File: src/rtl/pulse_train_gen_if.sv
// Control/status bundle for pulse_train_gen: train configuration, start/abort
// requests and the generated waveform with its status.
interface pulse_train_gen_if #(
  parameter int CNT_W = 32,
  parameter int NUM_W = 16
);
  logic             start_i;
  logic             abort_i;
  logic             idle_level_i;
  logic [CNT_W-1:0] lead_len_i;
  logic [CNT_W-1:0] pulse_len_i;
  logic [CNT_W-1:0] gap_len_i;
  logic [NUM_W-1:0] pulse_num_i;
  logic             pulse_o;
  logic             busy_o;
  logic             done_o;
  logic [NUM_W-1:0] pulses_done_o;

  modport master (
    output start_i, abort_i, idle_level_i, lead_len_i, pulse_len_i,
           gap_len_i, pulse_num_i,
    input  pulse_o, busy_o, done_o, pulses_done_o
  );

  modport slave (
    input  start_i, abort_i, idle_level_i, lead_len_i, pulse_len_i,
           gap_len_i, pulse_num_i,
    output pulse_o, busy_o, done_o, pulses_done_o
  );
endinterface

File: src/rtl/pulse_train_gen.sv
// Programmable pulse-train source: idle lead-in, N active pulses separated by
// idle gaps, all lengths in clk cycles and latched when the train starts.
module pulse_train_gen #(
  parameter int CNT_W = 32,
  parameter int NUM_W = 16
) (
  input  logic                 clk,
  input  logic                 rst,
  pulse_train_gen_if.slave     bus,
  output logic [1:0]           state_dbg
);

  // Handshake: start_i is a request that is taken on any edge where the FSM
  // is IDLE (busy_o low), abort_i low and pulse_num_i non-zero; busy_o high
  // means not ready, and requests seen then are dropped, never queued.

  typedef enum logic [1:0] {
    IDLE  = 2'd0,
    LEAD  = 2'd1,
    PULSE = 2'd2,
    GAP   = 2'd3
  } state_t;

  state_t           state, state_nx;
  logic [CNT_W-1:0] cnt, cnt_nx;
  logic [CNT_W-1:0] pulse_len_q, pulse_len_nx;
  logic [CNT_W-1:0] gap_len_q, gap_len_nx;
  logic [NUM_W-1:0] num_q, num_nx;
  logic [NUM_W-1:0] done_cnt, done_cnt_nx, done_cnt_inc;
  logic             idle_q, idle_nx;
  logic             pulse_q, pulse_nx;
  logic             busy_q;
  logic             done_q, done_nx;
  logic             accept;
  logic             last_cycle;

  always_comb begin
    state_nx     = state;
    cnt_nx       = cnt;
    pulse_len_nx = pulse_len_q;
    gap_len_nx   = gap_len_q;
    num_nx       = num_q;
    idle_nx      = idle_q;
    done_cnt_nx  = done_cnt;
    done_nx      = 1'b0;
    pulse_nx     = idle_q;
    accept       = bus.start_i && !bus.abort_i && (bus.pulse_num_i != '0);
    last_cycle   = (cnt == CNT_W'(1));
    done_cnt_inc = done_cnt + NUM_W'(1);

    case (state)
      IDLE: begin
        if (accept) begin
          // A zero lead still spends one cycle here, so the first active
          // level is registered one edge after the start is taken.
          state_nx     = LEAD;
          cnt_nx       = (bus.lead_len_i == '0) ? CNT_W'(1) : bus.lead_len_i;
          pulse_len_nx = (bus.pulse_len_i == '0) ? CNT_W'(1) : bus.pulse_len_i;
          gap_len_nx   = (bus.gap_len_i == '0) ? CNT_W'(1) : bus.gap_len_i;
          num_nx       = bus.pulse_num_i;
          idle_nx      = bus.idle_level_i;
          done_cnt_nx  = '0;
        end
      end
      LEAD, GAP: begin
        if (bus.abort_i) begin
          state_nx = IDLE;
        end else if (last_cycle) begin
          state_nx = PULSE;
          cnt_nx   = pulse_len_q;
        end else begin
          cnt_nx = cnt - CNT_W'(1);
        end
      end
      PULSE: begin
        if (bus.abort_i) begin
          state_nx = IDLE;
        end else if (last_cycle) begin
          done_cnt_nx = done_cnt_inc;
          if (done_cnt_inc == num_q) begin
            state_nx = IDLE;
            done_nx  = 1'b1;
          end else begin
            state_nx = GAP;
            cnt_nx   = gap_len_q;
          end
        end else begin
          cnt_nx = cnt - CNT_W'(1);
        end
      end
      default: state_nx = IDLE;
    endcase

    // The pin is registered from the next state; in IDLE it follows the input.
    if (state_nx == PULSE) begin
      pulse_nx = ~idle_q;
    end else if (state == IDLE) begin
      pulse_nx = bus.idle_level_i;
    end else begin
      pulse_nx = idle_q;
    end
  end

  always_ff @(posedge clk) begin
    if (rst) begin
      state       <= IDLE;
      cnt         <= '0;
      pulse_len_q <= '0;
      gap_len_q   <= '0;
      num_q       <= '0;
      idle_q      <= 1'b0;
      done_cnt    <= '0;
      pulse_q     <= bus.idle_level_i;
      busy_q      <= 1'b0;
      done_q      <= 1'b0;
    end else begin
      state       <= state_nx;
      cnt         <= cnt_nx;
      pulse_len_q <= pulse_len_nx;
      gap_len_q   <= gap_len_nx;
      num_q       <= num_nx;
      idle_q      <= idle_nx;
      done_cnt    <= done_cnt_nx;
      pulse_q     <= pulse_nx;
      busy_q      <= (state_nx != IDLE);
      done_q      <= done_nx;
    end
  end

  assign bus.pulse_o       = pulse_q;
  assign bus.busy_o        = busy_q;
  assign bus.done_o        = done_q;
  assign bus.pulses_done_o = done_cnt;
  assign state_dbg         = state;

endmodule

File: src/flat_wrapper.sv
// flat-port wrapper written by rule: the top's interface ports become plain ports
module pulse_train_gen_flat 
#(
  parameter int CNT_W = 32,
  parameter int NUM_W = 16
)
  (clk, rst, state_dbg, bus_start_i, bus_abort_i, bus_idle_level_i, bus_lead_len_i, bus_pulse_len_i, bus_gap_len_i, bus_pulse_num_i, bus_pulse_o, bus_busy_o, bus_done_o, bus_pulses_done_o);
  pulse_train_gen_if #(.CNT_W(CNT_W), .NUM_W(NUM_W)) bus_i ();
  input  logic clk;
  input  logic rst;
  output logic [1:0] state_dbg;
  input wire logic [$bits(bus_i.start_i)-1:0] bus_start_i;
  input wire logic [$bits(bus_i.abort_i)-1:0] bus_abort_i;
  input wire logic [$bits(bus_i.idle_level_i)-1:0] bus_idle_level_i;
  input wire logic [$bits(bus_i.lead_len_i)-1:0] bus_lead_len_i;
  input wire logic [$bits(bus_i.pulse_len_i)-1:0] bus_pulse_len_i;
  input wire logic [$bits(bus_i.gap_len_i)-1:0] bus_gap_len_i;
  input wire logic [$bits(bus_i.pulse_num_i)-1:0] bus_pulse_num_i;
  output wire logic [$bits(bus_i.pulse_o)-1:0] bus_pulse_o;
  output wire logic [$bits(bus_i.busy_o)-1:0] bus_busy_o;
  output wire logic [$bits(bus_i.done_o)-1:0] bus_done_o;
  output wire logic [$bits(bus_i.pulses_done_o)-1:0] bus_pulses_done_o;
  assign bus_i.start_i = bus_start_i;
  assign bus_i.abort_i = bus_abort_i;
  assign bus_i.idle_level_i = bus_idle_level_i;
  assign bus_i.lead_len_i = bus_lead_len_i;
  assign bus_i.pulse_len_i = bus_pulse_len_i;
  assign bus_i.gap_len_i = bus_gap_len_i;
  assign bus_i.pulse_num_i = bus_pulse_num_i;
  assign bus_pulse_o = bus_i.pulse_o;
  assign bus_busy_o = bus_i.busy_o;
  assign bus_done_o = bus_i.done_o;
  assign bus_pulses_done_o = bus_i.pulses_done_o;
  pulse_train_gen #(.CNT_W(CNT_W), .NUM_W(NUM_W)) u_core (.clk(clk), .rst(rst), .bus(bus_i), .state_dbg(state_dbg));
endmodule
File: config.mk
export PLATFORM = sky130hd
export DESIGN_NAME = pulse_train_gen_flat
export DESIGN_NICKNAME = d
export VERILOG_FILES = /design/src/rtl/pulse_train_gen_if.sv /design/src/rtl/pulse_train_gen.sv /design/src/flat_wrapper.sv
export SDC_FILE = /design/constraint.sdc
export NUM_CORES = 1
export LEC_CHECK = 0
export CORE_MARGIN = 1.5
export CORE_UTILIZATION = 53
export DETAILED_ROUTE_END_ITERATION = 10
export HOLD_SLACK_MARGIN = 0.15
export PLACE_DENSITY_LB_ADDON = 0.25
export SLEW_MARGIN = 20
export SYNTH_ARGS = -nofsm -noshare
export SYNTH_HDL_FRONTEND = slang
export SYNTH_SLANG_ARGS = --single-unit
export TNS_END_PERCENT = 20
File: constraint.sdc
create_clock -name clk -period 3.7 [get_ports clk]
set_input_delay 0.37 -clock clk [delete_from_list [all_inputs] [get_ports clk]]
set_output_delay 0.37 -clock clk [all_outputs]
set_load 0.005 [all_outputs]
==> results of run 1 <==
flip-flops by register name, summed over array words and instances, names as in the netlist:
signal,cells
u_core.cnt,32
u_core.gap_len_q,32
u_core.pulse_len_q,32
u_core.bus.pulses_done_o,16
u_core.num_q,16
u_core.state_dbg,2
u_core.bus.busy_o,1
u_core.bus.done_o,1
u_core.bus.pulse_o,1
u_core.idle_q,1
cells by family (layout without fill, tap and decap cells):
family | count (synthesis) | count (layout)
mux | 9 | 9
xor+xnor | 35 | 35
buf+inv | 94 | 206
compound gates | 291 | 291
flops | 134 | 134
fa+ha+maj | 3 | 3
simple gates | 436 | 436
layer usage:
| metal | vias to the layer above | wire length, µm |
|---|---|---|
| met2 | 502 | 10900 |
| met1 | 3883 | 10700 |
| met4 | 0 | 597 |
| met3 | 58 | 3200 |
| li1 | 3876 | - |
| met5 | - | 0 |
final timing paths:
check,startpoint,endpoint,cells after the start
max,u_core.bus.pulses_done_o[0],u_core.cnt[1],9
max reg2reg,u_core.bus.pulses_done_o[0],u_core.cnt[1],9
min,rst,u_core.bus.pulses_done_o[6],2
min reg2reg,u_core.gap_len_q[21],u_core.gap_len_q[21],2
cells in the final DEF, fill, tap and decap left out, types with 9 or more instances in the layout:
master	Yosys	final
a21oi_1	148	148
a22oi_1	9	9
nand3_1	13	12
a211oi_1	19	19
nand4_1	24	24
inv_1	10	10
clkbuf_16	0	17
dfxtp_1	134	134
or4_1	10	10
xor2_1	12	12
o21ai_0	37	37
nor3_1	36	36
buf_4	2	26
nor4_1	48	48
clkdlybuf4s50_1	0	136
nand2_1	196	195
a2111oi_0	10	10
or3_1	11	11
nor2_1	53	53
o22ai_1	14	14
xnor2_1	23	23
cell type report:
type                       instances  area share (%)
multi-input combinational        774            46.0
sequential                       134            28.4
timing repair buffer             163            16.7
clock buffer                      20            4.73
tap                              180            2.39
clock inverter                    12            1.27
inverter                          11           0.437
through the flow:
| step | setup WS, ns | utilization (%) | total power [µW] |
|---|---|---|---|
| finish | 0.316 | 68.5 | 3900 |
| detailed placement | 0.382 | 64.4 | 2270 |
| global placement | 0.460 | 64.4 | 2260 |
| global route | 0.124 | 68.5 | 4030 |
| floorplan | 0.735 | - | 1970 |
| CTS | 0.325 | 68.5 | 3880 |
what timing repair did:
action / CTS / global route
hold endpoints to repair: 0 / 0
gates resized for setup: 0 / 1
setup endpoints to repair: 0 / 1
hold buffers: 0 / 0
power groups by stage:
stage                     Clock [µW]  Combinational [µW]  Sequential, µW
after detailed placement           0                 645            1620
after global routing            1700                 723            1600
after CTS                       1630                 651            1590
final                           1630                 672            1600
after floorplan                    0                 383            1590
after global placement             0                 642            1620
worst register-to-register path: stages (launching register included):
cell and delay [ns]:
dfxtp_1 0.47, ha_1 0.39, nand3_2 0.24, or3_1 0.46, or4_1 0.53, a32oi_1 0.31, and4_1 0.28, buf_4 0.25
a2111oi_0 0.10, a211oi_1 0.26
==> metrics, run 1 <==
status finished clean; TritonRoute pass-1 iters 6; Initial Utilization a little over half; Worst Clk Skew 0.00660 ns; Post-Layout Cell Count 1294; Post-Synth Simple-Gate Area 28.6%; Core Rows 43; layout cells sized above 1 7.00%; Residual DRC 0; Sw Share between 20% and 30%; warnings from Yosys 0; Chip Height 121 µm; Hold Violations, Final 0; Seq/Total Area, Yosys roughly 36%; worst-margin pin slew 1.03 ns; worst-path fanout max 14; IR Drop Worst-Case VDD 330 µV; crit path buf inv count 1; Synth area leader dfxtp_1; post-CTS setup buffer count 0; placer congestion estimate 0.983; internal power 2770 µW; adder-cell area share of the yosys netlist 0.506%; Die ar. around 15000 µm²; clock share of power 41.7%; met3 Track Usage GR about a tenth; Crit path max-delay family simple AND/OR/NAND/NOR gates; vias 8319; Slew Limit Fails 0; Post-Syn Nets 1122; DP Area between 8000 and 9000 µm²; Die W around 120 µm; Power Dens Cells 413 nW/µm²; clock buffer depth 2; switching pwr 1130 µW; CTS tree done; vias in the first global route 7427; slowest cell delay on critical path around 0.53 ns; area of the multi-input gates 4350 µm²; number of max-cap violations 0; asr flop ratio synth 0%; CTS root buf clkbuf_16; Critical-path top delay cell or4_1; post-synthesis mux area share under 10%; Post-synth top cells nand2_1, a21oi_1, dfxtp_1; clock period minus worst slack 3.38 ns; Post-synth EDFFs 0; post-DP HPWL approximately 18 mm; M1 GR Usage 50.0%; Finished Cell Area 9440 µm²; Flop pwr share 41.0%; WL final 25.4 mm; DR WL/cell around 20 µm; RSZ-0062 raised after global routing no; Pleak 0.00330 µW; Worst-Skew Late Latency 0.43 ns; io pins 138; fmax 295 MHz; filler instances 1211; Detail Route Antenna Nets 0; vias per cell 6.43; Reg clk slew, reported paths roughly 0.060 ns; Setup TNS 0 ns; Seq cells post-synth 134; number of port buffers about 140; largest family of logic cells by synthesized area simple AND/OR/NAND/NOR gates; XOR/XNOR Fraction of Synth Area 4.14%; final hold slack 0.427 ns; gr ovfl total 0; Sequential Area 2680 µm²; diodes inserted 0; Gate Count Post-Synth 1002; top cell type's share of synthesized area 36.2%; count leader, synth nand2_1; M2 GR Usage 50.1%; post-synthesis cell type count 66; cts bufs inserted 17; Net count, final 1221; reg-to-reg slack, setup around 0.32 ns; crit path cell chain ha_1, nand3_2, or3_1, or4_1, a32oi_1, and4_1, buf_4, a2111oi_0, a211oi_1; largest net degree at the start of global routing 83; Synth Area in Compound Gates between 20% and 30%; CP Launch Type flip-flop; Worst Setup Path Type reg2reg; core area 13800 µm²; Layout area overhead 27.3%; htree depth 4; Critical Path End Type flip-flop; Min-Delay Path Class in2reg; slew margin rel. a little under a third; DRT iter0 DRCs 1102; Placed Cells 1262; Comb power frac about 17%; Req. time, crit path 4.03 ns; Final Setup Violations 0; top post-synthesis cells by area dfxtp_1, a21oi_1, nand2_1; first-pass GRT wire length 39.5 mm; Worst Path Arrival 3.72 ns; clk sink count around 130; initial antenna violation count 0; GRT Max-Usage Layer met2; Avg Inst Size Synth 7.40 µm²; GR Util All Layers 34.8%; Post-Syn Area about 7400 µm²; Top FF cell, synth dfxtp_1; Period Utilization, post-route just over 90%
(Power assumes the default switching activity.)
==> run 2, diff against run 1 <==
MAX_ROUTING_LAYER = met4   (was unset)
==> run 2 against run 1 <==
  * Total power is 0.91% higher
  * Critical path type unchanged
  * Sequential power hardly changed
  * Sequential share of layout area is 0.10 points lower
  * Worst hold slack worse by 0.013 ns
  * Critical endpoint is now u_core.cnt[8]
  * Via count is 0.25% higher
  * Wire length hardly changed
  * Largest cell class unchanged
  * Clock skew is 0.00075 ns higher
  * First-iteration DRC count is 0.73% higher
  * Clock power hardly changed
  * Combinational power hardly changed
  * Final cell count is 0.23% higher
  * Highest routed layer unchanged
==> metrics, run 2 (same netlist as run 1, synthesis figures left out) <==
status finished clean (unchanged); vias per cell 6.43 (about the same); Req. time, crit path 3.99 ns (was 4.03 ns); CTS tree done (unchanged); slew margin rel. 33.6% (was 31.3%); final hold slack 0.414 ns (was 0.427 ns); number of port buffers 137 (unchanged); Most common cell on crit path or4_1; CP Launch Type flip-flop (unchanged); Reg clk slew, reported paths 0.06 ns (about the same); clock buffer depth 2 (unchanged); DRT iter0 DRCs 1110 (was 1102); Net count, final 1224 (was 1221); crit path cell chain or4_1, or3_1, or4_1, buf_4, o21ai_0, a21oi_1, a2111oi_0, nor3_1 (was ha_1, nand3_2, or3_1, or4_1, a32oi_1, and4_1, buf_4, a2111oi_0, a211oi_1); Worst-Skew Late Latency 0.42 ns (was 0.43 ns); gr ovfl total 0 (unchanged); Flop pwr share 40.7% (was 41.0%); Resized Gates After CTS 0 (unchanged); Comb power frac 17.1% (was 17.2%); Pleak 0.00332 µW (was 0.00330 µW); io pins 138 (unchanged); first-pass GRT wire length 39.1 mm (was 39.5 mm); Min-Delay Path Class in2reg (unchanged); Chip Height 121 µm (unchanged); Critical Path End Type flip-flop (unchanged); Worst Path Arrival 3.67 ns (was 3.72 ns); Die ar. 14700 µm² (unchanged); number of max-cap violations 0 (unchanged); leading cell type in the layout, fill and taps excluded nand2_1 (unchanged); Final Setup Violations 0 (unchanged); Period Utilization, post-route 91.5% (about the same); switching pwr 1110 µW (was 1130 µW); slowest cell delay on critical path 0.67 ns (was 0.53 ns); worst-path fanout max 17 (was 14); Power Dens Cells 415 nW/µm² (was 413 nW/µm²); layout cells sized above 1 7.16% (was 7.00%); Critical-path top delay cell or4_1 (unchanged); vias in the first global route 7320 (was 7427); Core Rows 43 (unchanged); top flop regs u_core.cnt: 32 flops, u_core.gap_len_q: 32 flops, u_core.pulse_len_q: 32 flops (unchanged); clock period minus worst slack 3.38 ns (about the same); worst-margin pin slew 0.995 ns (was 1.03 ns); clk sink count 134 (unchanged); M1 WL 10.6 mm (was 10.7 mm); Residual DRC 0 (unchanged); DR WL/cell 19.6 µm (about the same); placer congestion estimate 1.01 (was 0.983); TritonRoute pass-1 iters 6 (unchanged); Detail Route Antenna Nets 0 (unchanged); RSZ-0062 raised after global routing no (unchanged); Sw Share 28.3% (was 28.9%); CTS root buf clkbuf_16 (unchanged); post-CTS setup buffer count 0 (unchanged); final core occ 68.8% (was 68.5%); Layout area overhead 27.8% (was 27.3%); CTS Hold Bufs 0 (unchanged); cts bufs inserted 17 (unchanged); uppermost routed layer met4 (unchanged); internal power 2820 µW (was 2770 µW); Slew Limit Fails 0 (unchanged); Setup TNS 0 ns (unchanged); post-DP HPWL 18.1 mm (was 17.9 mm); vias 8340 (was 8319); Initial Utilization 53.8% (unchanged); most frequent cells in the layout nand2_1, a21oi_1, clkdlybuf4s50_1 (unchanged); clock share of power 42.2% (was 41.7%); initial antenna violation count 0 (unchanged); core area 13800 µm² (unchanged); fmax 296 MHz (was 295 MHz); Die W 121 µm (unchanged); htree depth 4 (unchanged); GR Util All Layers 35.5% (was 34.8%); routed wl met3 3.39 mm (was 3.20 mm); routed length on met2 10.7 mm (was 10.9 mm); IR Drop Worst-Case VDD 267 µV (was 330 µV); largest net degree at the start of global routing 84 (was 83); WL final 25.4 mm (about the same); Worst Clk Skew 0.00735 ns (was 0.00660 ns); Worst Setup Path Type reg2reg (unchanged); diodes inserted 0 (unchanged); Hold Violations, Final 0 (unchanged)
## run 2: cell count changes in the layout (fill, tap and decap cells not counted), sizes merged
cell,delta
bufinv,+1
buf,+3
clkinv,+3
clkbuf,-1
inv,-3
## run 2: power by group through the flow
stage          Clock [µW]  Combinational (µW)  Sequential, µW
3_5_place_dp            0                 646            1620
4_1_cts              1670                 653            1590
2_1_floorplan           0                 383            1590
5_1_grt              1740                 721            1600
6_report             1660                 673            1600
3_3_place_gp            0                 646            1620
## run 2: final timing paths
path / endpoint / depth (start not counted) / slack [ns] / start
max: u_core.cnt[8] / 8 / 0.32 / u_core.cnt[12]
max reg2reg: u_core.cnt[8] / 8 / 0.32 / u_core.cnt[12]
min: u_core.bus.pulses_done_o[6] / 2 / 0.41 / rst
min reg2reg: u_core.pulse_len_q[24] / 2 / 0.45 / u_core.pulse_len_q[24]
## run 2: critical path: cells and delay by family, from the launching register on
| family | cells | cell delay (ns) |
|---|---|---|
| buf+inv | 1 | 0.26 |
| flops | 1 | 0.36 |
| simple gates | 4 | 1.80 |
| compound gates | 3 | 0.82 |
## run 2: metrics by stage
stage               setup WS (ns)  cells  total power [µW]  area, µm²
CTS                         0.436   1297              3910       9470
global route                0.188   1297              4060       9470
floorplan                   0.735   1002              1970       7410
detailed placement          0.457   1265              2270       8890
finish                      0.316   1297              3930       9470
global placement            0.565   1265              2270       8890
## run 2: final cells by class
class                      count  area, µm²
fill                        1173       4300
tap                          180        225
multi-input combinational    774       4340
inverter                      11       41.3
clock buffer                  19        433
clock inverter                13        150
sequential                   134       2680
timing repair buffer         166       1600
## run 2: per-layer routing
| layer | up-vias | GRT usage [%] |
|---|---|---|
| met5 | - | - |
| met4 | 0 | 12.4 |
| met3 | 63 | 11.5 |
| met2 | 532 | 48.8 |
| met1 | 3885 | 48.9 |
| li1 | 3860 | - |
